`config.mk`:
```
export PLATFORM = sky130hd
export DESIGN_NAME = serial_frame_rx_flat
export DESIGN_NICKNAME = d
export VERILOG_FILES = /design/src/rtl/serial_frame_rx_pkg.sv /design/src/rtl/serial_frame_rx_if.sv /design/src/rtl/serial_frame_rx_sync.sv /design/src/rtl/serial_frame_rx.sv /design/src/flat_wrapper.sv
export SDC_FILE = /design/constraint.sdc
export NUM_CORES = 1
export LEC_CHECK = 0
export BUFFER_PORTS_ARGS = -buffer_cell sky130_fd_sc_hd__buf_4
export CAP_MARGIN = 25
export CELL_PAD_IN_SITES_DETAIL_PLACEMENT = 2
export CELL_PAD_IN_SITES_GLOBAL_PLACEMENT = 2
export CORE_MARGIN = 5
export CORE_UTILIZATION = 38
export DETAILED_ROUTE_END_ITERATION = 8
export GPL_TIMING_DRIVEN = 1
export PLACE_DENSITY_LB_ADDON = 0.1
export SLEW_MARGIN = 30
export SYNTH_ARGS = -nofsm -noshare
export SYNTH_HDL_FRONTEND = slang
export SYNTH_SLANG_ARGS = --single-unit
```
`constraint.sdc`:
```
create_clock -name clk -period 2.7 [get_ports clk]
set_clock_uncertainty 0.05 [all_clocks]
set_input_delay 0.675 -clock clk [delete_from_list [all_inputs] [get_ports clk]]
set_output_delay 0.675 -clock clk [all_outputs]
set_load 0.01 [all_outputs]
```
`src/rtl/serial_frame_rx_pkg.sv`:
```
// Shared nextasic definitions for the serial frame receiver: FSM state encoding,
// default frame geometry and the synchroniser reset level for an idle-high line.
package serial_frame_rx_pkg;

  localparam logic [1:0] ST_IDLE  = 2'd0;
  localparam logic [1:0] ST_START = 2'd1;
  localparam logic [1:0] ST_DATA  = 2'd2;
  localparam logic [1:0] ST_STOP  = 2'd3;

  typedef enum logic [1:0] {
    IDLE  = ST_IDLE,
    START = ST_START,
    DATA  = ST_DATA,
    STOP  = ST_STOP
  } rx_state_t;

  localparam int DEF_W   = 8;
  localparam int DEF_DIV = 16;

  localparam logic SYNC_RST_VAL = 1'b1;

endpackage

```
`src/rtl/serial_frame_rx_if.sv`:
```
// Word handoff between the frame receiver (master) and the downstream
// clock-domain data synchroniser (slave).
interface serial_frame_rx_if
  import serial_frame_rx_pkg::*;
#(
  parameter int W = DEF_W
) ();

  logic [W-1:0] out_data;
  logic         out_data_valid;
  logic         out_ready;

  modport master (
    output out_data,
    output out_data_valid,
    input  out_ready
  );

  modport slave (
    input  out_data,
    input  out_data_valid,
    output out_ready
  );

endinterface

```
`src/rtl/serial_frame_rx_sync.sv`:
```
// FF2SyncP: two-flop synchroniser for a single asynchronous bit with a
// parameterised reset level.
module FF2SyncP
  import serial_frame_rx_pkg::*;
#(
  parameter logic RST_VAL = SYNC_RST_VAL
) (
  input  logic clk,
  input  logic rst_n,
  input  logic d,
  output logic q
);

  logic meta_p0;

  always_ff @(posedge clk or negedge rst_n) begin
    if (!rst_n) begin
      meta_p0 <= RST_VAL;
      q       <= RST_VAL;
    end else begin
      meta_p0 <= d;
      q       <= meta_p0;
    end
  end

endmodule

```
`src/rtl/serial_frame_rx.sv`:
```
// NeXT-link frame receiver: idle-high line, start bit, W data bits MSB first,
// stop bit; good words are held in a register until the consumer accepts them.
module serial_frame_rx
  import serial_frame_rx_pkg::*;
#(
  parameter int W   = DEF_W,
  parameter int DIV = DEF_DIV
) (
  input  logic                   clk,
  input  logic                   rst_n,
  input  logic                   si,
  serial_frame_rx_if.master      word,
  output logic                   frame_err,
  output logic                   overrun,
  output logic                   busy
);

  localparam int CNT_W = $clog2(DIV);
  localparam int IDX_W = $clog2(W + 1);

  localparam logic [CNT_W-1:0] CNT_HALF = CNT_W'(DIV / 2 - 1);
  localparam logic [CNT_W-1:0] CNT_FULL = CNT_W'(DIV - 1);
  localparam logic [IDX_W-1:0] IDX_LAST = IDX_W'(W - 1);

  rx_state_t        state;
  logic [CNT_W-1:0] cnt;
  logic [IDX_W-1:0] bit_idx;
  logic [W-1:0]     shift;
  logic             si_s;
  logic             si_d;
  logic             stop_ok_p1;
  logic             tick;
  logic             fall;

  FF2SyncP #(
    .RST_VAL (SYNC_RST_VAL)
  ) u_si_sync (
    .clk   (clk),
    .rst_n (rst_n),
    .d     (si),
    .q     (si_s)
  );

  assign tick = (cnt == '0);
  assign fall = si_d & ~si_s;
  assign busy = (state != IDLE);

  // Stage p0: bit-cell timing and frame FSM, all decisions on the synchronised line
  always_ff @(posedge clk or negedge rst_n) begin
    if (!rst_n) begin
      state      <= IDLE;
      cnt        <= '0;
      bit_idx    <= '0;
      si_d       <= 1'b1;
      frame_err  <= 1'b0;
      stop_ok_p1 <= 1'b0;
    end else begin
      si_d       <= si_s;
      frame_err  <= 1'b0;
      stop_ok_p1 <= 1'b0;
      if (!tick) begin
        cnt <= cnt - 1'b1;
      end
      case (state)
        IDLE: begin
          if (fall) begin
            state <= START;
            cnt   <= CNT_HALF;
          end
        end
        START: begin
          if (tick) begin
            if (!si_s) begin
              state   <= DATA;
              cnt     <= CNT_FULL;
              bit_idx <= '0;
            end else begin
              state <= IDLE;
            end
          end
        end
        DATA: begin
          if (tick) begin
            bit_idx <= bit_idx + 1'b1;
            cnt     <= CNT_FULL;
            if (bit_idx == IDX_LAST) begin
              state <= STOP;
            end
          end
        end
        STOP: begin
          if (tick) begin
            state <= IDLE;
            if (si_s) begin
              stop_ok_p1 <= 1'b1;
            end else begin
              frame_err <= 1'b1;
            end
          end
        end
        default: state <= IDLE;
      endcase
    end
  end

  // The shift register is pure data and only meaningful once a full frame is in
  always_ff @(posedge clk) begin
    if (state == DATA && tick) begin
      shift <= (shift << 1) | W'(si_s);
    end
  end

  // Stage p1: hold-until-accepted output register
  always_ff @(posedge clk or negedge rst_n) begin
    if (!rst_n) begin
      word.out_data       <= '0;
      word.out_data_valid <= 1'b0;
      overrun             <= 1'b0;
    end else begin
      overrun <= 1'b0;
      if (stop_ok_p1) begin
        if (!word.out_data_valid || word.out_ready) begin
          word.out_data       <= shift;
          word.out_data_valid <= 1'b1;
        end else begin
          overrun <= 1'b1;
        end
      end else if (word.out_data_valid && word.out_ready) begin
        word.out_data_valid <= 1'b0;
      end
    end
  end

endmodule

```
`src/flat_wrapper.sv`:
```
// flat-port wrapper written by rule: the top's interface ports become plain ports
module serial_frame_rx_flat import serial_frame_rx_pkg::*;
#(
  parameter int W   = DEF_W,
  parameter int DIV = DEF_DIV
)
  (clk, rst_n, si, frame_err, overrun, busy, word_out_data, word_out_data_valid, word_out_ready);
  serial_frame_rx_if #(.W(W)) word_i ();
  input  logic clk;
  input  logic rst_n;
  input  logic si;
  output logic frame_err;
  output logic overrun;
  output logic busy;
  output wire logic [$bits(word_i.out_data)-1:0] word_out_data;
  output wire logic [$bits(word_i.out_data_valid)-1:0] word_out_data_valid;
  input wire logic [$bits(word_i.out_ready)-1:0] word_out_ready;
  assign word_out_data = word_i.out_data;
  assign word_out_data_valid = word_i.out_data_valid;
  assign word_i.out_ready = word_out_ready;
  serial_frame_rx #(.W(W), .DIV(DIV)) u_core (.clk(clk), .rst_n(rst_n), .si(si), .word(word_i), .frame_err(frame_err), .overrun(overrun), .busy(busy));
endmodule
```
Yosys cells after proc, flatten, opt, wreduce, memory -nomap -nowiden
Cells that the tools add are included.
- flip-flop bits (word level): 33
- latch bits: 0
- memory bits (writable): 0
- bits in read-only memories: 0
- input port bits: 4
- output and inout bits: 12
- logic and storage cells: 69
- memories: 0
- $add $sub $neg: 2
- multiply operators: 0
- divide/modulo/power cells: 0
- $lt $le $gt $ge: 0
- eq/ne operators: 11
- shift-type cells: 0
- muxes and demuxes: 28
- bitwise logic cells: 3
- reductions and logical operators: 13
- operators by type and width (cell ; number):
    $mux W4 ; 8
    $mux W2 ; 6
    $pmux W4 S3 ; 1
    $mux W1 ; 11
    $ne A2 B1 Y1 const B ; 5
    $or A8 B1 Y8 ; 1
    $pmux W2 S4 ; 1
    $pmux W4 S2 ; 1
    $reduce_bool A2 Y1 ; 3
    $reduce_and A5 Y1 ; 1
    $add A4 B1 Y4 const B ; 1
    $eq A2 B2 Y1 const B ; 2
    $eq A4 B3 Y1 const B ; 1
    $logic_not A4 Y1 ; 1
    $ne A2 B2 Y1 const B ; 2
    $reduce_and A2 Y1 ; 2
    $reduce_and A4 Y1 ; 1
    $sub A4 B1 Y4 const B ; 1
    $eq A2 B1 Y1 const B ; 1
    $logic_and A1 B1 Y1 ; 2
    $logic_not A2 Y1 ; 1
    $and A1 B1 Y1 ; 1
    $logic_not A1 Y1 ; 1
    $logic_or A1 B1 Y1 ; 1
    $not A1 Y1 ; 1

Longest topological paths before layout
- depth after elaboration: 5
- depth in mapped cells: 8
- depth with buffers taken out: 8

By module
From an unflattened synthesis, not the netlist that was laid out.
- cells, all modules: 110
- area total of the unflattened synthesis: 1465.2 µm²
- modules (own cells, without submodules) (module ; instances ; cells each ; area each (µm²) ; seq. area each (µm²)):
    serial_frame_rx ; 1 ; 108 ; 1412.6 ; 817.0
    FF2SyncP ; 1 ; 2 ; 52.6 ; 52.6

Least setup slack after synthesis
Ideal clock, no wire load.
- kind: flip-flop to flip-flop
- from: reg u_core.cnt[0]
- to: reg u_core.cnt[0]
- library setup time: 0.132 ns
- data arrival time: 1.701 ns
- data required time: 2.518 ns
- path slack: 0.817 ns
- cell stages (with the launch flop): 8
- buffers on the path: 0
- clock period less this slack: 1.883 ns
- path through: dfrtp_1 -> inv_1 -> ha_1 -> nor3b_4 -> inv_2 -> ha_1 -> o31ai_1 -> o31ai_1
- longest elaborated chain between the ends: 5
- elaborated cells between the ends (all ways): 8
- those cells by class: add/sub (1); mux (6); reduce/logical (1)
- RTL lines (item ; line ; text):
    start, declared ; serial_frame_rx.sv:26 ; logic [CNT_W-1:0] cnt;
    start signal, assigned ; serial_frame_rx.sv:62 ; cnt <= cnt - 1'b1;
    $sub A4 B1 Y4 or $logic_not A4 Y1 (tied branches) ; serial_frame_rx.sv:62, serial_frame_rx.sv:44 ;
    $mux W4 ; serial_frame_rx.sv:61 ; if (!tick) begin
    $mux W4 ; serial_frame_rx.sv:73 ; if (!si_s) begin
    $mux W4 ; serial_frame_rx.sv:72 ; if (tick) begin
    $pmux W4 S3 (*) ; serial_frame_rx.sv:64 ; case (state)
Mark *: on every way between the ends. The rest lies on a longest branch, timed or not.
A chain may end at the register's enable or synchronous reset.

Final worst setup path
- from: reg u_core.cnt[0]
- to: reg u_core.shift[3], enable pin
- longest elaborated chain between the ends: 2
- RTL lines (item ; line ; text):
    $logic_not A4 Y1 ; serial_frame_rx.sv:44 ; assign tick = (cnt == '0);
    $logic_and A1 B1 Y1 ; serial_frame_rx.sv:108 ; if (state == DATA && tick) begin
    end signal, assigned ; serial_frame_rx.sv:109 ; shift <= (shift << 1) | W'(si_s);
    end, declared ; serial_frame_rx.sv:28 ; logic [W-1:0] shift;
No other way between the ends.

==> flow_summary.yaml <==
yosys:
  syn-num-nets: 122
  yosys_warnings: 0
  yosysSeqAreaShare_pct: 60.2
  syn-cell-area_sq_mm: 0.00144
  synth_most_common_cell: "dfrtp_1"
  synth_top_area_cell: "dfrtp_1"
  ys_async_sr_fraction_pct: 75.8
  synth_flop_cell: "dfrtp_1"
  postSynthAreaPerCell_sq_um: 12.6
  ys_top_cells_by_area: "dfrtp_1 38%, edfxtp_1 17%, mux2_2 6.2%"
  synth_top_family_by_area: "simple AND/OR/NAND/NOR gates"
  yosysTopAreaCellShare_pct: 38.1
  synth_simple_gate_area_share_pct: 15.5
  synth.mux.area_fraction_pct: 6.24
  synth_xor_area_share_pct: 0.607
  synthCells: 115
  synth_compound_area_share_pct: 11.1
  synth_common_cells: "22 x dfrtp_1, 8 x edfxtp_1, 8 x mux2_2"
  ys_ff_latch: 33
  synth_fa_ha_area_share_pct: 2.60
  synth_edf_count: 8
  synth_cell_types: 40
setup_path:
  r2r_slack_ns: 0.57
  crit_fanout: 12
  rr_worst_depth: 5
  critPathKind: "reg -> reg"
  crit_path_end_kind: "flop"
  arrival_ns: 1.99
  cp.required_ns: 2.57
  rr_startpoint: "u_core.cnt[0]"
  startpoint_type: "flop"
  r2r-end: "u_core.shift[3]"
pwr:
  p_switching_mw: 0.509
  power.share.switching_pct: 32.6
  power.density_mw_per_mm2: 920
  p_leak_nw: 0.732
  pwr-share-clk_pct: 28.5
  peakVddDrop_uv: 385
  p_comb_share_pct: 24.7
  seqPwrFrac_pct: 46.9
  internal_power_mw: 1.05
clock_tree:
  clockBufferDepth: 2
  clock-sinks: 33
  clock-root-buffer: "clkbuf_8"
  cts_buffers: 5
  postCtsHoldBufs: 0
  clock_latency_ns: 0.28
  clk_pin_slew_worst_paths_ns: 0.07
  cts_max_level: 2
  cts_setup_buffers: 0
  cts_resized: 0
  cts_tree: "yes"
cells_and_area:
  antennaDiodeCount: 0
  drive_gt1_share_pct: 27.6
  final_area_sq_mm: 0.00170
  area_delta_synth_final_pct: 17.7
  finalNetCount: 140
  final_util_pct: 46.4
die:
  fp.dieW_um: 71.6
  row_count: 22
  fp.dieArea_sq_mm: 0.00513
  core_region_area_sq_mm: 0.00366
  io_pins: 16
  start_util_pct: 39.4
  die_h_um: 71.6
detailed_routing:
  drc_errors: 0
  drt_iter0_drc: 33
  vias: 960
  avgRoutedWirePerCell_um: 17.2
  antenna_left: 0
  drt_pass1_iterations: 3
  via_per_inst: 5.27
  drt-total-wl_um: 3120
sta:
  drv_slew: 0
  tns_ns: 0
  setup-violations-final: 0
  slew_headroom_pct: 59.8
  whs_ns: 0.245
  period_needed_ns: 2.13
  fmax_mhz: 471
  hold_viol: 0
  layout_setup_ws_ns: 0.575
  rsz0062_at_grt: "false"
  fin_crit_sh_pct: 78.7
  worst_pin_slew_ns: 0.602
placement:
  place_congestion: 0.762
  post-dp-hpwl_um: 2210
  place_area_sq_mm: 0.00159
  post-place-ws_ns: 0.578
  port_buffers: 15
grt:
  grt_pass1_wl_um: 5600
  grt_max_degree: 26
  grt_pass1_vias: 1110
  grt_antenna_before_repair: 0
  gr-usage-all-layers_pct: 14.0
  overflow: 0
outcome:
  status: "complete, no violations"
flow_run:
  cap_viol_max_count: 0
worst_hold_path:
  hold_class: "in -> async"
## stage by stage
stage                     power (mW)  cells
final                           1.56    182
after global routing            1.68    182
after CTS                       1.58    182
after detailed placement        1.13    174
after global placement          1.11    174
after floorplan                0.976    115
## layer usage
| layer | GRT usage [%] | vias up | share of wire, % |
|---|---|---|---|
| met3 | 3.79 | 4 | 3.4 |
| met2 | 21.4 | 16 | 45 |
| met4 | 5.01 | 0 | 1.2 |
| li1 | - | 457 | - |
| met5 | 0 | - | 0 |
| met1 | 19.0 | 483 | 50 |
## power groups by stage
stage / sequential, mW / clock [mW] / combinational [mW]
3_5_place_dp: 0.741 / 0 / 0.390
3_3_place_gp: 0.734 / 0 / 0.378
4_1_cts: 0.731 / 0.461 / 0.393
2_1_floorplan: 0.678 / 0 / 0.298
6_report: 0.732 / 0.445 / 0.385
5_1_grt: 0.752 / 0.491 / 0.433
## placed cells by master (no fill, tap or decap), types with 2 or more instances in the layout
master and n:
dfrtp_1 22, buf_4 15, mux2_2 8, edfxtp_1 8, inv_1 7, nor2_1 6, o21ai_0 6, clkbuf_8 5
nor2b_1 4, nand2_1 4, a21oi_1 4, nor3_1 3, nor3b_1 3, o31ai_1 3, a221oi_1 3, ha_1 3
dfstp_2 3, o211ai_1 2, o22ai_1 2
## state kept, by name, summed over array words and instances, names as in the netlist, named ones only
| register | cells |
|---|---|
| u_core.frame_err | 1 |
| u_core.cnt | 4 |
| u_core.bit_idx | 4 |
| u_core.word.out_data_valid | 1 |
| u_core.u_si_sync.q | 1 |
| u_core.overrun | 1 |
| u_core.stop_ok_p1 | 1 |
| u_core.shift | 8 |
| u_core.state | 1 |
| u_core.u_si_sync.meta_p0 | 1 |
| u_core.word.out_data | 8 |
| u_core.si_d | 1 |
## worst max path at each step
stage / endpoint / slack [ns] / start / depth (start not counted)
2_1_floorplan: u_core.cnt[0] / 0.82 / u_core.cnt[0] / 7
3_3_place_gp: u_core.shift[2] / 0.64 / u_core.cnt[0] / 5
3_5_place_dp: u_core.shift[1] / 0.58 / u_core.cnt[0] / 5
4_1_cts: u_core.shift[2] / 0.55 / u_core.cnt[0] / 5
5_1_grt: u_core.bit_idx[2] / 0.39 / u_core.cnt[0] / 6
6_report: u_core.shift[3] / 0.57 / u_core.cnt[0] / 5
## layout make-up
| type | count | area [sq um] |
|---|---|---|
| multi-input cells | 70 | 520 |
| fillers | 380 | 1960 |
| well taps | 48 | 60.1 |
| clock inverters | 2 | 33.8 |
| inverters | 8 | 30.0 |
| repair buffers | 15 | 113 |
| clock buffers | 6 | 72.6 |
| flip-flops and latches | 33 | 870 |
## critical path, cell delays in order, from the launching register on
cell and delay, ns:
dfrtp_1 0.43, inv_1 0.10, ha_1 0.26, nor3b_4 0.32
inv_2 0.15, nor3_4 0.44
## cells by family (layout without fill, tap and decap cells)
kind of cell	after synthesis	after routing
flops	33	33
buf+inv	12	31
xor+xnor	1	1
fa+ha+maj	3	3
mux	8	8
compound gates	24	24
simple gates	34	34
Note: power is estimated with default switching activity, not from simulation.
